[src/rtl/accum_buf_pkg.sv]
// Shared types and arithmetic helpers for the multi-channel output
// accumulation buffer. Optional saturation is selected by ACCUM_BUF_SAT_EN.
package accum_buf_pkg;

  // Working width for the lane helpers; lane and accumulator widths must stay below it.
  localparam int MAX_W = 64;

  typedef enum logic [1:0] {
    IDLE  = 2'd0,
    ACCUM = 2'd1,
    DRAIN = 2'd2
  } accum_buf_state_e;

  typedef struct packed {
    logic [MAX_W-1:0] sum;
    logic             sat;
  } sat_res_t;

  // Extend the low w bits of din to MAX_W bits, by sign or by zeros.
  function automatic logic [MAX_W-1:0] ext_lane(input logic [MAX_W-1:0] din,
                                                input int w,
                                                input logic is_signed);
    logic [MAX_W-1:0] low_mask;
    logic [MAX_W-1:0] sign_mask;
    logic             sign;
    low_mask  = ~({MAX_W{1'b1}} << w);
    sign_mask = {{(MAX_W-1){1'b0}}, 1'b1} << (w - 1);
    sign      = is_signed & (|(din & sign_mask));
    return (din & low_mask) | (sign ? ~low_mask : '0);
  endfunction

  // Add an already-extended addend to an acc_w-bit accumulator and clamp
  // the result to the acc_w-bit signed or unsigned range.
  function automatic sat_res_t sat_add(input logic [MAX_W-1:0] acc,
                                       input logic [MAX_W-1:0] addend,
                                       input int acc_w,
                                       input logic is_signed);
    sat_res_t         res;
    logic [MAX_W-1:0] low_mask;
    logic [MAX_W-1:0] half;
    logic [MAX_W-1:0] s;
    logic [MAX_W-1:0] upper;
    low_mask = ~({MAX_W{1'b1}} << acc_w);
    half     = low_mask >> 1;
    s        = ext_lane(acc, acc_w, is_signed) + addend;
    upper    = s & ~half;
    res.sat  = 1'b0;
    res.sum  = s & low_mask;
    if (is_signed) begin
      // Representable only if every bit from acc_w-1 upward equals the sign.
      if (upper != '0 && upper != ~half) begin
        res.sat = 1'b1;
        res.sum = s[MAX_W-1] ? (~half & low_mask) : half;
      end
    end else if ((s & ~low_mask) != '0) begin
      res.sat = 1'b1;
      res.sum = low_mask;
    end
    return res;
  endfunction

endpackage

[src/rtl/accum_lane.sv]
// One accumulation lane: extend the incoming lane value and add it into
// the lane register. With ACCUM_BUF_SAT_EN the add saturates and a sticky
// flag records any clamp; otherwise the add wraps.
module accum_lane
  import accum_buf_pkg::*;
#(
  parameter int IN_W  = 20,
  parameter int ACC_W = 32
) (
  input  logic             clk_i,
  input  logic             rst_ni,
  input  logic             clear,
  input  logic             add_en,
  input  logic             is_signed,
  input  logic [IN_W-1:0]  lane_data,
  output logic [ACC_W-1:0] acc
`ifdef ACCUM_BUF_SAT_EN
  ,output logic            sat_flag
`endif
);

  logic [ACC_W-1:0] acc_reg;
  logic [ACC_W-1:0] acc_next;
  logic [MAX_W-1:0] addend;

`ifdef ACCUM_BUF_SAT_EN
  logic     sat_reg;
  logic     sat_next;
  sat_res_t res;
`endif

  // Next accumulator value: clear wins, otherwise add the extended lane.
  always_comb begin
    addend   = ext_lane(MAX_W'(lane_data), IN_W, is_signed);
    acc_next = acc_reg;
`ifdef ACCUM_BUF_SAT_EN
    sat_next = sat_reg;
    res      = sat_add(MAX_W'(acc_reg), addend, ACC_W, is_signed);
    if (clear) begin
      acc_next = '0;
      sat_next = 1'b0;
    end else if (add_en) begin
      acc_next = ACC_W'(res.sum);
      sat_next = sat_reg | res.sat;
    end
`else
    if (clear) begin
      acc_next = '0;
    end else if (add_en) begin
      acc_next = acc_reg + ACC_W'(addend);
    end
`endif
  end

  // Lane state register.
  always_ff @(posedge clk_i or negedge rst_ni) begin
    if (!rst_ni) begin
      acc_reg <= '0;
`ifdef ACCUM_BUF_SAT_EN
      sat_reg <= 1'b0;
`endif
    end else begin
      acc_reg <= acc_next;
`ifdef ACCUM_BUF_SAT_EN
      sat_reg <= sat_next;
`endif
    end
  end

  assign acc = acc_reg;
`ifdef ACCUM_BUF_SAT_EN
  assign sat_flag = sat_reg;
`endif

endmodule

[src/rtl/accum_buffer_array.sv]
// Multi-channel output accumulation buffer. Accumulates NUM_CH lanes over a
// programmable number of beats, then drains one channel per handshake.
// Optional per-lane saturation and sat_flag_o port: define ACCUM_BUF_SAT_EN.
module accum_buffer_array
  import accum_buf_pkg::*;
#(
  parameter int  NUM_CH  = 4,
  parameter int  IN_W    = 20,
  parameter int  ACC_W   = 32,
  parameter int  MAX_LEN = 256,
  localparam int CNT_W   = $clog2(MAX_LEN + 1),
  localparam int CH_W    = (NUM_CH > 1) ? $clog2(NUM_CH) : 1
) (
  input  logic                   clk_i,
  input  logic                   rst_ni,
  input  logic                   clear_i,
  input  logic                   cfg_signed_i,
  input  logic [CNT_W-1:0]       cfg_acc_len_i,
  input  logic                   in_valid_i,
  output logic                   in_ready_o,
  input  logic [NUM_CH*IN_W-1:0] in_data_i,
  output logic                   out_valid_o,
  input  logic                   out_ready_i,
  output logic [ACC_W-1:0]       out_data_o,
  output logic [CH_W-1:0]        out_ch_o,
  output logic                   out_last_o,
  output logic                   busy_o
`ifdef ACCUM_BUF_SAT_EN
  ,output logic [NUM_CH-1:0]     sat_flag_o
`endif
);

  localparam logic [CH_W-1:0]  LAST_CH = CH_W'(NUM_CH - 1);
  localparam logic             ONE_CH  = (NUM_CH == 1);

  accum_buf_state_e state_reg;
  logic [CNT_W-1:0] count_reg;
  logic [CNT_W-1:0] len_reg;
  logic [CH_W-1:0]  ptr_reg;
  logic             in_ready_reg;
  logic             out_valid_reg;
  logic             out_last_reg;
  logic             busy_reg;

  logic [CNT_W-1:0] cfg_len;
  logic [CNT_W-1:0] count_inc;
  logic             beat_hs;
  logic             drain_hs;
  logic             drain_done;
  logic             lane_clear;
  logic             lane_add;
  logic [ACC_W-1:0] lane_acc [NUM_CH];

  assign beat_hs    = in_valid_i & in_ready_reg;
  assign drain_hs   = out_valid_reg & out_ready_i;
  assign drain_done = drain_hs & out_last_reg;
  assign lane_clear = clear_i | drain_done;
  assign lane_add   = beat_hs & ~clear_i;
  assign count_inc  = count_reg + CNT_W'(1);

  // Group length as latched on the first beat: 0 means 1, capped at MAX_LEN.
  always_comb begin
    cfg_len = cfg_acc_len_i;
    if (cfg_acc_len_i == '0) begin
      cfg_len = CNT_W'(1);
    end else if (cfg_acc_len_i > CNT_W'(MAX_LEN)) begin
      cfg_len = CNT_W'(MAX_LEN);
    end
  end

  // Group FSM with beat counter, drain pointer and registered handshake outputs.
  always_ff @(posedge clk_i or negedge rst_ni) begin
    if (!rst_ni) begin
      state_reg     <= IDLE;
      count_reg     <= '0;
      len_reg       <= '0;
      ptr_reg       <= '0;
      in_ready_reg  <= 1'b1;
      out_valid_reg <= 1'b0;
      out_last_reg  <= 1'b0;
      busy_reg      <= 1'b0;
    end else if (clear_i) begin
      state_reg     <= IDLE;
      count_reg     <= '0;
      len_reg       <= '0;
      ptr_reg       <= '0;
      in_ready_reg  <= 1'b1;
      out_valid_reg <= 1'b0;
      out_last_reg  <= 1'b0;
      busy_reg      <= 1'b0;
    end else begin
      case (state_reg)
        IDLE: begin
          if (beat_hs) begin
            len_reg   <= cfg_len;
            count_reg <= CNT_W'(1);
            busy_reg  <= 1'b1;
            if (cfg_len == CNT_W'(1)) begin
              state_reg     <= DRAIN;
              in_ready_reg  <= 1'b0;
              out_valid_reg <= 1'b1;
              out_last_reg  <= ONE_CH;
            end else begin
              state_reg <= ACCUM;
            end
          end
        end
        ACCUM: begin
          if (beat_hs) begin
            count_reg <= count_inc;
            if (count_inc == len_reg) begin
              state_reg     <= DRAIN;
              in_ready_reg  <= 1'b0;
              out_valid_reg <= 1'b1;
              out_last_reg  <= ONE_CH;
            end
          end
        end
        DRAIN: begin
          if (drain_hs) begin
            if (out_last_reg) begin
              state_reg     <= IDLE;
              count_reg     <= '0;
              len_reg       <= '0;
              ptr_reg       <= '0;
              in_ready_reg  <= 1'b1;
              out_valid_reg <= 1'b0;
              out_last_reg  <= 1'b0;
              busy_reg      <= 1'b0;
            end else begin
              ptr_reg      <= ptr_reg + CH_W'(1);
              out_last_reg <= ((ptr_reg + CH_W'(1)) == LAST_CH);
            end
          end
        end
        default: begin
          state_reg <= IDLE;
        end
      endcase
    end
  end

  // One accumulator per channel.
  for (genvar gi = 0; gi < NUM_CH; gi++) begin : g_lane
    accum_lane #(
      .IN_W  (IN_W),
      .ACC_W (ACC_W)
    ) u_lane (
      .clk_i     (clk_i),
      .rst_ni    (rst_ni),
      .clear     (lane_clear),
      .add_en    (lane_add),
      .is_signed (cfg_signed_i),
      .lane_data (in_data_i[gi*IN_W +: IN_W]),
      .acc       (lane_acc[gi])
`ifdef ACCUM_BUF_SAT_EN
      ,.sat_flag (sat_flag_o[gi])
`endif
    );
  end

  // Drain mux; data and channel read as zero while no result is offered.
  always_comb begin
    out_data_o = '0;
    out_ch_o   = '0;
    if (out_valid_reg) begin
      out_data_o = lane_acc[ptr_reg];
      out_ch_o   = ptr_reg;
    end
  end

  assign in_ready_o  = in_ready_reg;
  assign out_valid_o = out_valid_reg;
  assign out_last_o  = out_last_reg;
  assign busy_o      = busy_reg;

endmodule
[config.mk]
export PLATFORM = sky130hd
export DESIGN_NAME = accum_buffer_array
export DESIGN_NICKNAME = d
export VERILOG_FILES = /design/src/rtl/accum_buf_pkg.sv /design/src/rtl/accum_lane.sv /design/src/rtl/accum_buffer_array.sv
export SDC_FILE = /design/constraint.sdc
export NUM_CORES = 1
export LEC_CHECK = 0
export ABC_AREA = 1
export CORE_ASPECT_RATIO = 1.4
export CORE_MARGIN = 3
export CORE_UTILIZATION = 35
export DETAILED_ROUTE_END_ITERATION = 10
export HOLD_SLACK_MARGIN = 0.15
export PLACE_DENSITY_LB_ADDON = 0.2
export SLEW_MARGIN = 20
export SYNTH_ARGS = -nofsm -noshare
export SYNTH_HDL_FRONTEND = slang
export SYNTH_SLANG_ARGS = --single-unit
[constraint.sdc]
create_clock -name clk_i -period 4.9 [get_ports clk_i]
set_clock_uncertainty 0.15 [all_clocks]
set_input_delay 1.47 -clock clk_i [delete_from_list [all_inputs] [get_ports clk_i]]
set_output_delay 1.47 -clock clk_i [all_outputs]
set_load 0.1 [all_outputs]
# Word-level counts from Yosys, hierarchy flattened
# Index checks and enable logic that the tools add are counted.
# word_totals
out_inout_bits,38
in_bits,95
reg_bits,154
# op_classes
n_eq_ne,11
n_mux,63
n_reduce_logical,13
n_bitwise,15
magnitude_cmp,2
addsub,6
# op_table
op,n
$mux W32,15
$add A32 B32 Y32,4
$or A20 B32 Y32,4
$mux W9,9
$bmux W32 S2,1
$pmux W9 S3,1
$mux W2,12
$mux W1,19
$ne A3 B3 Y1 const B,6
$pmux W9 S2,1
$reduce_and A5 Y1,2
$add A9 B1 Y9 const B,1
$eq A9 B1 Y1 const B,1
$eq A9 B9 Y1,1
$gt A9 B9 Y1 const B,1
$logic_not A9 Y1,1
$pmux W1 S3,3
$and A1 B1 Y1,8
$reduce_and A7 Y1,1
$pmux W2 S3,1
$reduce_and A6 Y1,1
$reduce_bool A2 Y1,3
$eq A2 B2 Y1 const B,2
$reduce_and A4 Y1,1
other kinds (11),11

# Longest topological paths before layout
# Gate-level depths: netlist of run 1.
# depth
depth_word,8
mapped_depth,15
mapped_depth_nobuf,15

# Hierarchy
# From an unflattened synthesis of run 1, not the netlist that was laid out.
# unflattened
cells_unflattened,2824
hier_area_um2,17013.8
# by_module_without_submodules
mod,seq_area_each_um2,cells_per_inst,instances,area_each_um2
accum_lane (g_lane[1].u_lane ...),800.8,586,3,3569.7
accum_lane (g_lane[0].u_lane),800.8,586,1,3524.6
accum_buffer_array,651.9,480,1,2780.2

# Worst setup path after synthesis of run 1
# No wires, ideal clock.
# synth_path
path_type,reg2out
start,"register out_valid_reg, in the netlist out_valid_o"
end,output port out_data_o[10]
n_path_buf,1
path_stages_with_launch,4
setup_slack_ns,0.385
t_arrival_ns,2.895
cell_sequence,dfrtp_1 -> inv_1 -> clkbuf_1 -> a21oi_1
# synth_between
elab_chain_len,1
# synth_rtl
item,line_no,source
"start, declared",accum_buffer_array.sv:41,logic out_valid_reg;
"start signal, assigned",accum_buffer_array.sv:79,out_valid_reg <= 1'b0;
"start signal, assigned",accum_buffer_array.sv:88,out_valid_reg <= 1'b0;
"start signal, assigned",accum_buffer_array.sv:101,out_valid_reg <= 1'b1;
$mux W32,accum_buffer_array.sv:166,if (out_valid_reg) begin
"end, declared",accum_buffer_array.sv:24,"output logic [ACC_W-1:0] out_data_o,"
# No other way between the ends.

# Worst setup path in the final report of run 1
# layout_path
start,register ptr_reg[1]
end,output port out_data_o[25]
# layout_between
elab_chain_len,5
# layout_rtl
item,line_no,source
"start, declared",accum_buffer_array.sv:39,logic [CH_W-1:0] ptr_reg;
"start signal, assigned",accum_buffer_array.sv:131,ptr_reg <= ptr_reg + CH_W'(1);
$not A2 Y3 (implied by the code),accum_buffer_array.sv:167,out_data_o = lane_acc[ptr_reg];
$bmux W32 S2,accum_buffer_array.sv:167,
$mux W32 (implied by the code) (2 in series),accum_buffer_array.sv:167,
$mux W32,accum_buffer_array.sv:166,
# No other way between the ends. The select of a mux whose other input is x is not followed.

==> results.ini, run 1 <==
[global_routing]
grt_max_degree=79
grt_pass1_wl_mm=84.7
grt_overflow=0
grt-busiest-layer=met2
track_usage_pct=24.9
grtUsageMet1_pct=30.6
met2_usage_pct=43.1
antenna_found_initial=1
grt_use_met3_pct=2.60
grt_pass1_vias=15287

[worst_setup_path]
r2r_cells=10
timing.rr.end=count_reg[5]
cp_slowest_cell=dfrtp_1
critPathArrivalTime_ns=2.79
path_buf_inv=3
crit_path_end=out_data_o[25]
cp-start-kind=flip-flop
cp_top_family=flip-flops
critical_path_required_ns=3.28
cp_max_fo=32
max_stage_delay_ns=0.93
criticalPathCategory=reg -> out
crit_cells=6
path_cells=inv_1 > buf_4 > nor2_1 > o21ai_0 > a21oi_1 > buf_12
rrSetupSlack_ns=2.35
setup.worst_path.start=ptr_reg[1]
end_kind=output pin
rr_startpoint=out_valid_o

[logic_synthesis]
yosys-top-cells-area=dfrtp_1, nand2_1, ha_1
syn_nets=2488
ys_types=47
ys_seq_area_share_pct=26.6
syn_inst=2260
avgSynthCellArea_um2=6.42
synth_top_area_share_pct=26.4
yosysTopAreaCell=dfrtp_1
ys_ff_latch=154
yosys_warnings=0
syn_area_mm2=0.0145

[die]
core_mm2=0.0406
die_h_um=247
rows=87
io_pins=133
die_w_um=178
die_area_mm2=0.0440
initial_core_util_pct=35.8

[detailed_routing]
ant_nets=0
viasPerCell=5.37
drc=0
drt_iter0_drc=1005
routedWlPerCell_um=18.7
drt-pass1-iter-count=5
vias=15667
routed_wl_mm=54.5

[cts]
cts_made_buffers=17
cts-root-buf=clkbuf_16
post_cts_buffers=0
cts_tree=yes
path_clk_slew_ns=0.07
insertion_delay_ns=0.47
ctsResizeCount=0
hold_buffers=0
cts.sinks=154
cts_htree_levels=4
ctsLongestPathBuffers=2

[pwr]
power_density_mw_per_mm2=560
p_total_w=0.00969
p_leak_nw=8.01
vdd_ir_drop_max_uv=305

[cells_and_area]
diodes=0
seq_area_mm2=0.00386
syn2layout_area_growth_pct=19.3
layout-drive-gt1-share_pct=5.12
final_util_pct=42.6
multi_input_area_mm2=0.00960
largest_reg_flops=128
nFillCells=4266
fin_nets=2600
fin_cells=2919

[flow_run]
cap_violations=0

[timing]
rsz0062_at_grt=no
layout_min_cycle_time_ns=4.41
hold_ws_ns=0.333
finalHoldViolCount=0
tightest_slew_ns=1.10
finalSetupViolCount=0
slew_violations=0
clock.fmax_mhz=227
tns_ns=0
relSlewSlack_pct=26.5
fin_crit_sh_pct=90.0

[worst_hold_path]
min_path_type=reg -> reg

[place]
numPortBuffers=132
gp_congestion=0.954
dp_cells=2887
place_hpwl_mm=43.7

[status]
outcome=finished clean

final cells by class:
class                   instances  area share, %
clock buffers                  19           2.56
clock inverters                13          0.976
inverters                     216           4.69
multi-input cells            1839           55.4
flip-flops and latches        154           22.3
well taps                     534           3.86
repair buffers                144           10.2
synthesized netlist by cell type (all sizes together):
master / number
nand3b: 12
o22ai: 22
dfrtp: 153
or2: 5
nor4b: 1
o21a: 12
nor4: 8
o221ai: 1
nand4: 23
o21ai: 257
fa: 4
ha: 129
inv: 214
a21o: 9
dfstp: 1
clkbuf: 22
clkinv: 2
o31ai: 1
nor3: 40
nand2: 606
buf: 29
nand3: 123
a21boi: 8
xor2: 4
o211ai: 4
xnor2: 9
a22o: 4
a21oi: 285
o32ai: 4
nor2: 250
o21bai: 12
a32o: 5
and3: 1
worst min-delay path by stage:
stage	endpoint	cells after the start	from
detailed placement	g_lane[2].u_lane.acc[31]	2	g_lane[2].u_lane.acc[31]
floorplan	g_lane[1].u_lane.acc[31]	2	g_lane[1].u_lane.acc[31]
CTS	g_lane[2].u_lane.acc[31]	2	g_lane[2].u_lane.acc[31]
finish	in_ready_o	2	in_ready_o
global route	in_ready_o	2	in_ready_o
global placement	g_lane[1].u_lane.acc[31]	2	g_lane[1].u_lane.acc[31]
layer usage:
| metal | part of all wire [%] | vias to the layer above |
|---|---|---|
| met1 | 42 | 7280 |
| li1 | - | 7885 |
| met4 | 4.8 | 2 |
| met3 | 4.1 | 93 |
| met2 | 49 | 407 |
| met5 | 0.022 | - |
cell usage in the layout (no fill, tap or decap), types with 4 or more instances in the layout:
cell and count:
a22o_1 4, clkbuf_16 17, a32o_1 5, inv_1 207, a21o_1 9, nand3_2 4
buf_4 11, xnor2_1 9, o21a_1 12, o21bai_1 12, a21boi_0 8, nand4_1 23
o21ai_1 30, buf_12 35, inv_2 8, nand3b_1 12, nor2_1 242, o21ai_0 225
clkdlybuf4s50_1 97, fa_1 4, nand2_1 599, nor2_2 7, nand3_1 119, nor3_1 39
o22ai_1 22, o32ai_1 4, nand2_2 5, ha_1 129, dfrtp_1 152, xor2_1 4
a21oi_2 5, a21oi_1 280, nor4_1 8, or2_2 5
power breakdown:
group          internal (W)  switching, W  leakage (nW)  total [W]
Sequential          0.00174      0.000521          2.06    0.00226
Combinational       0.00188       0.00411          5.66    0.00598
Clock              0.000820      0.000622         0.291    0.00144
tightest hold or removal path, delay by kind of cell, from the launching register on:
kind	cells	cell delay (ns)
flops	1	0.38
simple gates	2	0.11
logic make-up (layout without fill, tap and decap cells):
| logic type | after synthesis | after routing | synth area share [%] |
|---|---|---|---|
| AOI/OAI and AO/OA | 624 | 624 | 23.1 |
| xor gates and xnor gates | 13 | 13 | 0.784 |
| adders and majority gates | 133 | 133 | 11.7 |
| buffers and inverters | 267 | 392 | 7.33 |
| DFF | 154 | 154 | 26.6 |
| and+or+nand+nor | 1069 | 1069 | 30.6 |
through the flow:
stage / setup slack, ns / instance area [um^2]
final: 0.488 / 17300
after global routing: 0.317 / 17300
after CTS: 0.480 / 17300
after detailed placement: 0.501 / 16700
after global placement: 0.526 / 16700
after floorplan: 0.385 / 14500
Power figures use the tool's default switching activity.
==> inputs of run 2 (changes only) <==
Settings changed: PLACE_DENSITY set to 0.62, PLACE_DENSITY_LB_ADDON 0.2 to not set, SETUP_SLACK_MARGIN set to 0.15.
==> results.ini, run 2 (synthesis gave the netlist of run 1 again) <==
[status]
outcome=finished clean

[cts]
ctsLongestPathBuffers=2  ; unchanged
cts_made_buffers=17  ; unchanged
cts_tree=yes
cts_htree_levels=4  ; unchanged
path_clk_slew_ns=0.06  ; about the same
insertion_delay_ns=0.47  ; about the same
cts-root-buf=clkbuf_16
ctsResizeCount=0  ; unchanged
cts.sinks=154  ; unchanged
post_cts_buffers=0  ; unchanged
hold_buffers=0  ; unchanged

[global_routing]
grt_max_degree=82  ; +3.8%
track_usage_pct=25.0  ; +0.084 points
antenna_found_initial=0  ; -1
grt_overflow=0  ; unchanged
grt_pass1_wl_mm=85.4  ; +0.91%
grt_pass1_vias=15705  ; +2.7%

[pwr]
p_leak_nw=8.02  ; +0.14%
vdd_ir_drop_max_uv=312  ; +2.4%
power_density_mw_per_mm2=560  ; about the same

[worst_setup_path]
path_cells=inv_2 > o21ai_0 > a21oi_1 > buf_12
cp_max_fo=34  ; +6.3%
critPathArrivalTime_ns=2.81  ; +0.02 ns
end_kind=output pin
r2r_cells=12  ; +2
cp_slowest_cell=o21ai_0
max_stage_delay_ns=0.82  ; -0.11 ns
cp-start-kind=flip-flop
critical_path_required_ns=3.28  ; about the same
criticalPathCategory=reg -> out

[detailed_routing]
routed_wl_mm=54.3  ; -0.43%
routedWlPerCell_um=18.6  ; -0.49%
viasPerCell=5.42  ; +1.1%
ant_nets=0  ; unchanged
vias=15845  ; +1.1%
drt-pass1-iter-count=5  ; unchanged
drc=0  ; unchanged
drt_iter0_drc=1049  ; +4.4%

[timing]
tightest_slew_ns=0.993  ; -0.108 ns
finalSetupViolCount=0  ; unchanged
hold_ws_ns=0.323  ; -0.0105 ns
layout_min_cycle_time_ns=4.43  ; +0.0205 ns
tns_ns=0  ; unchanged
clock.fmax_mhz=226  ; -0.46%
relSlewSlack_pct=33.6  ; +7.0 points
finalHoldViolCount=0  ; unchanged
fin_crit_sh_pct=90.5  ; +0.42 points
rsz0062_at_grt=no
slew_violations=0  ; unchanged

[place]
place_hpwl_mm=43.8  ; +0.18%
gp_congestion=0.966  ; +1.3%
numPortBuffers=132  ; unchanged

[die]
die_h_um=247  ; unchanged
core_mm2=0.0406  ; unchanged
die_area_mm2=0.0440  ; unchanged
io_pins=133  ; unchanged
die_w_um=178  ; unchanged
rows=87  ; unchanged
initial_core_util_pct=35.8  ; unchanged

[cells_and_area]
diodes=0  ; unchanged
syn2layout_area_growth_pct=19.2  ; about the same
largest_reg_flops=128  ; unchanged
mostFrequentLayoutCell=nand2_1
fin_nets=2602  ; +0.077%
nFillCells=4261  ; -0.12%
layout_common_cells=nand2_1, a21oi_1, nor2_1
layout-drive-gt1-share_pct=5.19  ; +0.080 points

[worst_hold_path]
holdPathStages=2  ; unchanged
min_path_type=reg -> reg

[flow_run]
cap_violations=0  ; unchanged

[run 2: cell types whose count changed in the layout (fill, tap and decap cells not counted), sizes merged]
cell / before / now
buf: 47 / 49
clkinvlp: 3 / 1
clkinv: 6 / 7
inv: 217 / 218
[run 2: worst paths after layout]
check | startpoint | endpoint | slack, ns
max in group asynchronous | rst_ni | g_lane[2].u_lane.acc[20] | 2.72
worst min-delay path | in_ready_o | in_ready_o | 0.32
worst max-delay path | ptr_reg[0] | out_data_o[16] | 0.47
worst max register to register | g_lane[0].u_lane.acc[13] | g_lane[0].u_lane.acc[31] | 2.42
min in group asynchronous | rst_ni | g_lane[0].u_lane.acc[17] | 0.91
worst min register to register | in_ready_o | in_ready_o | 0.32
[run 2: routing by layer]
layer / part of all wire (%) / GRT usage (%)
met5: 0 / 0
met4: 4.9 / 12.4
met3: 4.8 / 3.21
met2: 48 / 42.9
met1: 42 / 30.6
[run 2: area by class of cell]
type / count / area, um^2 / area share (%)
Clock buffer: 19 / 443 / 2.56
Clock inverter: 13 / 165 / 0.954
Inverter: 216 / 812 / 4.69
Multi-Input combinational cell: 1839 / 9600 / 55.5
Sequential cell: 154 / 3860 / 22.3
Tap cell: 534 / 668 / 3.86
Timing Repair Buffer: 146 / 1770 / 10.2
[run 2: per-stage QoR]
step	worst slack (ns)	total power, W	cell area, um^2	utilization [%]	instances
global route	0.342	0.0105	17300	42.6	2921
detailed placement	0.492	0.00820	16700	41.1	2889
CTS	0.509	0.00968	17300	42.6	2921
floorplan	0.385	0.00619	14500	-	2260
global placement	0.492	0.00813	16700	41.1	2889
finish	0.467	0.00969	17300	42.6	2921
[run 2: worst max-delay path, delay by kind of cell (launching register included)]
| kind | cells | cell delay (ns) |
|---|---|---|
| buf+inv | 2 | 0.59 |
| compound gates | 2 | 1.07 |
| flops | 1 | 0.67 |
[run 2: report_power, final]
group | switching (W) | internal [W]
clock | 0.000621 | 0.000819
combinational | 0.00414 | 0.00188
sequential | 0.000487 | 0.00174
total | 0.00525 | 0.00444
==> inputs of run 3 (changes only) <==
Settings changed: HOLD_SLACK_MARGIN 0.15 to 0.06, SETUP_SLACK_MARGIN 0.15 to not set.
==> results of run 3 <==
Final layout, timing and power as in run 2 (identical DEF).
==> variant 1: new RTL, settings of run 3 <==
Build with the macro `ACCUM_BUF_SAT_EN` defined.
--- a/src/rtl/accum_lane.sv
+++ b/src/rtl/accum_lane.sv
@@ -1,6 +1,8 @@
 // One accumulation lane: extend the incoming lane value and add it into
 // the lane register. With ACCUM_BUF_SAT_EN the add saturates and a sticky
 // flag records any clamp; otherwise the add wraps.
+`define ACCUM_BUF_SAT_EN
+
 module accum_lane
   import accum_buf_pkg::*;
 #(
Check against the original RTL (old outputs only; new: sat_flag_o): not equivalent (a bounded check fails within 4 cycles, from zero or initial values and one cycle with rst_ni low).
==> variant 1 against run 3 <==
- worst setup slack better by 88 ps
- synthesized area grew 32%
- global-route usage about the same
- critical path depth is 15 higher
- total power is 32% higher
- count of clock-buffer cells in the layout decreased by 1
- sequential cell count is 4 higher
- routed wire length grew 34%
- synthesized cell count rose by 51%
- non-clock buffer count grew 49
- cell area up 28%
- critical endpoint is now g_lane[2].u_lane.acc[29]
- register-to-register slack worse by 700 ps
==> variant 1: results (changes against run 3) <==
Critical path
  • Crit path DAT: 4590 ps (was 2810 ps)
  • CP delay by family, top: simple AND/OR/NAND/NOR gates (was compound AO/OA/AOI/OAI gates)
  • Slowest library cell on the worst path: clkdlybuf4s50_1 (was o21ai_0)
  • Worst-path maximum fanout: 16 (was 34)

Route
  • Via-to-Cell Ratio: 5.18 (was 5.42)
  • Vias: 21700 (was 15800)
  • DR iter-0 viols: 1429 (was 1049)

Power
  • LEAKAGE: 11.6 nW (was 8.02 nW)
  • Peak supply drop: 0.406 mV (was 0.312 mV)

Placement
  • Placed Cells: 4170 (was 2889)
  • Placer Congestion: 0.988 (was 0.966)
  • DP HPWL: 57900 microns (was 43800 microns)

Final layout
  • Buffers excl. clock: 195 (was 146)
  • Final #Nets: 3663 (was 2602)
  • Non-Clock Buffer Area Fraction: 0.102 (about the same)
  • Design area: 22200 sq um (was 17300 sq um)
  • Nonclk inv count: 347 (was 216)
  • Multi-input combinational area share: 0.595 (was 0.555)
  • Multi-In Gates: 2756 (was 1839)
  • Number of fill cells in the layout: 5961 (was 4261)

GRT
  • Largest net degree at the start of global routing: 70 (was 82)
  • Vias in the first global route: 21000 (was 15700)

Logic synthesis
  • Post-synthesis compound-gate area fraction: 0.139 (was 0.231)
  • Syn_nets: 3590 (was 2488)
  • Post-synthesis xor/xnor area fraction: 0.0500 (was 0.00784)
  • Synth area leaders: nand2_1 (25%), dfrtp_1 (21%), nand3_1 (8.8%) (was dfrtp_1 (26%), nand2_1 (15%), ha_1 (11%))
  • Post-Syn Instances: 3402 (was 2260)
  • Synth cell count leaders: nand2_1 (1259), nor2_1 (384), inv_1 (342) (was nand2_1 (599), a21oi_1 (280), nor2_1 (242))
  • Post-synthesis adder-cell area fraction: 0.0625 (was 0.117)
  • Sequential area share after synthesis: 0.207 (was 0.266)
  • Flops & latches, synth: 158 (was 154)

Status
  • Status: completed (unchanged)

Timing
  • Fin Hold WS: 359 ps (was 323 ps)
  • Fin crit period: 4350 ps (was 4430 ps)
  • Slew @ Worst Pin: 1150 ps (was 993 ps)
[variant 1: worst paths after layout]
kind	start	to	cells after the start
max in group asynchronous	rst_ni	g_lane[1].u_lane.sat_flag	2
worst max-delay path	in_data_i[40]	g_lane[2].u_lane.acc[29]	19
worst max register to register	g_lane[0].u_lane.acc[0]	g_lane[0].u_lane.acc[10]	20
min in group asynchronous	rst_ni	g_lane[3].u_lane.acc[6]	1
worst min register to register	in_ready_o	in_ready_o	2
worst min-delay path	in_ready_o	in_ready_o	2
[variant 1: metal layers]
metal	share of wire	GRT usage	up-vias
met2	0.49	0.447	657
li1	-	-	11100
met3	0.048	0.0261	171
met5	0	0	-
met4	0.058	0.135	0
met1	0.40	0.294	9867
[variant 1: report_power, final]
group          leakage, nW  internal, W  total, W  switching, W
clock network        0.270     0.000721   0.00137      0.000645
registers             2.07      0.00178   0.00254      0.000759
logic                 9.27      0.00286   0.00886       0.00601
==> variant 2: new RTL, config.mk and constraints of run 3 <==
Without the edit above. Encoding of `accum_buf_state_e`: now one-hot (3 bits for 3 states).
--- a/src/rtl/accum_buf_pkg.sv
+++ b/src/rtl/accum_buf_pkg.sv
@@ -5,10 +5,10 @@
   // Working width for the lane helpers; lane and accumulator widths must stay below it.
   localparam int MAX_W = 64;
 
-  typedef enum logic [1:0] {
-    IDLE  = 2'd0,
-    ACCUM = 2'd1,
-    DRAIN = 2'd2
+  typedef enum logic [2:0] {
+    IDLE  = 3'b001,
+    ACCUM = 3'b010,
+    DRAIN = 3'b100
   } accum_buf_state_e;
 
   typedef struct packed {
Check against the original RTL: no difference found for any inputs over 4 cycles, from zero or initial values and one cycle with rst_ni low; so few cycles prove little.
==> variant 2 against run 3 <==
- worst setup slack got worse by 240 ps
- die area fell by 0.84%
- routed wire length rose by 0.83%
- clock power fell by 3%
- total power fell by 4.1%
- cell area fell by 0.55%
- synthesized area fell by 0.87%
- critical path depth rose by 1
- cell count fell by 1.2%
- sequential cell count rose by 1
- largest cell class unchanged
==> variant 2: results (changes against run 3) <==
Status
  • Status: completed (unchanged)

GRT
  • Vias in the first global route: 15200 (was 15700)
  • Tot GR Track Use: 0.252 (was 0.250)
  • First-pass GRT wire length: 85400 microns (about the same)
  • Largest net degree at the start of global routing: 86 (was 82)

Placement
  • Placed instance area: 16600 sq um (was 16700 sq um)
  • Placer Congestion: 0.942 (was 0.966)
  • DP HPWL: 43800 microns (about the same)

Logic synthesis
  • Sequential area share after synthesis: 0.270 (was 0.266)
  • Synth area leaders: dfrtp_1 (27%), nand2_1 (14%), ha_1 (11%) (was dfrtp_1 (26%), nand2_1 (15%), ha_1 (11%))
  • Synth unique cells: 45 (was 47)
  • Syn_nets: 2453 (was 2488)
  • Yosys warnings: 0 (unchanged)
  • Synth cell count leaders: nand2_1 (555), a21oi_1 (279), o21ai_0 (269) (was nand2_1 (599), a21oi_1 (280), nor2_1 (242))

Critical path
  • Reg2Reg Depth: 13 (was 12)
  • Reg2reg setup slack: 2230 ps (was 2420 ps)
  • Reg-to-Reg End: g_lane[3].u_lane.acc[20] (was g_lane[0].u_lane.acc[31])
  • Worst-path maximum fanout: 32 (was 34)
  • Worst r2r src: g_lane[3].u_lane.acc[0] (was g_lane[0].u_lane.acc[13])

Clock tree
  • # resized after CTS: 0 (unchanged)
  • Clock slew seen by the registers of the worst setup and hold paths: 80 ps (was 60 ps)
  • Clock latency on the worst-skew pair: 450 ps (was 470 ps)
  • H-tree depth: 4 (unchanged)

Route
  • Routed WL: 54800 microns (was 54300 microns)
  • DR iter-0 viols: 1147 (was 1049)
  • Via-to-Cell Ratio: 5.39 (was 5.42)
  • DRT Pass-1 Iters: 6 (was 5)

Timing
  • Rel. slew slack: 0.281 (was 0.336)

Final layout
  • Layout cells sized above 1: 0.0506 (was 0.0519)
  • ANT cells: 0 (unchanged)
  • Final #Nets: 2564 (was 2602)
  • Number of fill cells in the layout: 4279 (was 4261)

Power
  • NetSw: 0.00497 W (was 0.00525 W)
  • Peak supply drop: 0.251 mV (was 0.312 mV)
  • LEAKAGE: 8.03 nW (was 8.02 nW)

Hold path
  • Tightest Hold Check Type: reg -> reg (unchanged)
## variant 2: stage by stage
step,setup slack [ps],utilization,total power [W],hold WS [ps],std cells
final,223,0.425,0.00929,345,2886
after detailed placement,516,0.411,0.00787,333,2854
after global placement,511,0.411,0.00781,327,2854
after global routing,34.5,0.425,0.0100,378,2886
after floorplan,385,-,0.00590,303,2228
after CTS,255,0.425,0.00928,349,2886
## variant 2: final cells by class
| cell class | instances | share of cell area |
|---|---|---|
| clock buffers | 20 | 0.0259 |
| clock inverters | 12 | 0.00807 |
| inverters | 215 | 0.0469 |
| multi-input cells | 1804 | 0.551 |
| flip-flops and latches | 155 | 0.225 |
| well taps | 534 | 0.0388 |
| repair buffers | 146 | 0.104 |
## variant 2: power by group through the flow
| stage | Sequential, W | Combinational [W] | Clock [W] |
|---|---|---|---|
| after global routing | 0.00228 | 0.00627 | 0.00146 |
| final | 0.00223 | 0.00568 | 0.00139 |
| after CTS | 0.00222 | 0.00565 | 0.00141 |
| after global placement | 0.00223 | 0.00558 | 0 |
| after detailed placement | 0.00225 | 0.00562 | 0 |
| after floorplan | 0.00212 | 0.00378 | 0 |
## variant 2: worst max-delay path by stage
stage / start / endpoint / slack (ps) / depth (start not counted)
6_report: ptr_reg[1] / out_data_o[21] / 220 / 5
5_1_grt: ptr_reg[1] / out_data_o[15] / 30 / 5
4_1_cts: ptr_reg[1] / out_data_o[21] / 250 / 5
3_3_place_gp: cfg_signed_i / g_lane[3].u_lane.acc[31] / 510 / 12
2_1_floorplan: out_valid_o / out_data_o[10] / 380 / 3
3_5_place_dp: cfg_signed_i / g_lane[3].u_lane.acc[31] / 520 / 12
## variant 2: kinds of logic after synthesis
| group | Yosys count | synth area share |
|---|---|---|
| xor gates and xnor gates | 15 | 0.00913 |
| buffers and inverters | 269 | 0.0724 |
| adders and majority gates | 130 | 0.115 |
| DFF | 155 | 0.270 |
| and+or+nand+nor | 1001 | 0.286 |
| AOI/OAI and AO/OA | 658 | 0.248 |
## variant 2: per-layer routing
metal  global-route usage  part of all wire  vias to the layer above
met5                    0                 0                        -
met4               0.0945             0.039                        0
met3               0.0326             0.035                       85
met2                0.445              0.50                      383
met1                0.311              0.43                     7281
li1                     -                 -                     7803
## variant 2: critical path, stage by stage, from the launching register on
cell and delay, ps:
dfrtp_1 810, inv_1 700, a21oi_1 300, o21ai_0 150, a21oi_1 410, buf_12 230
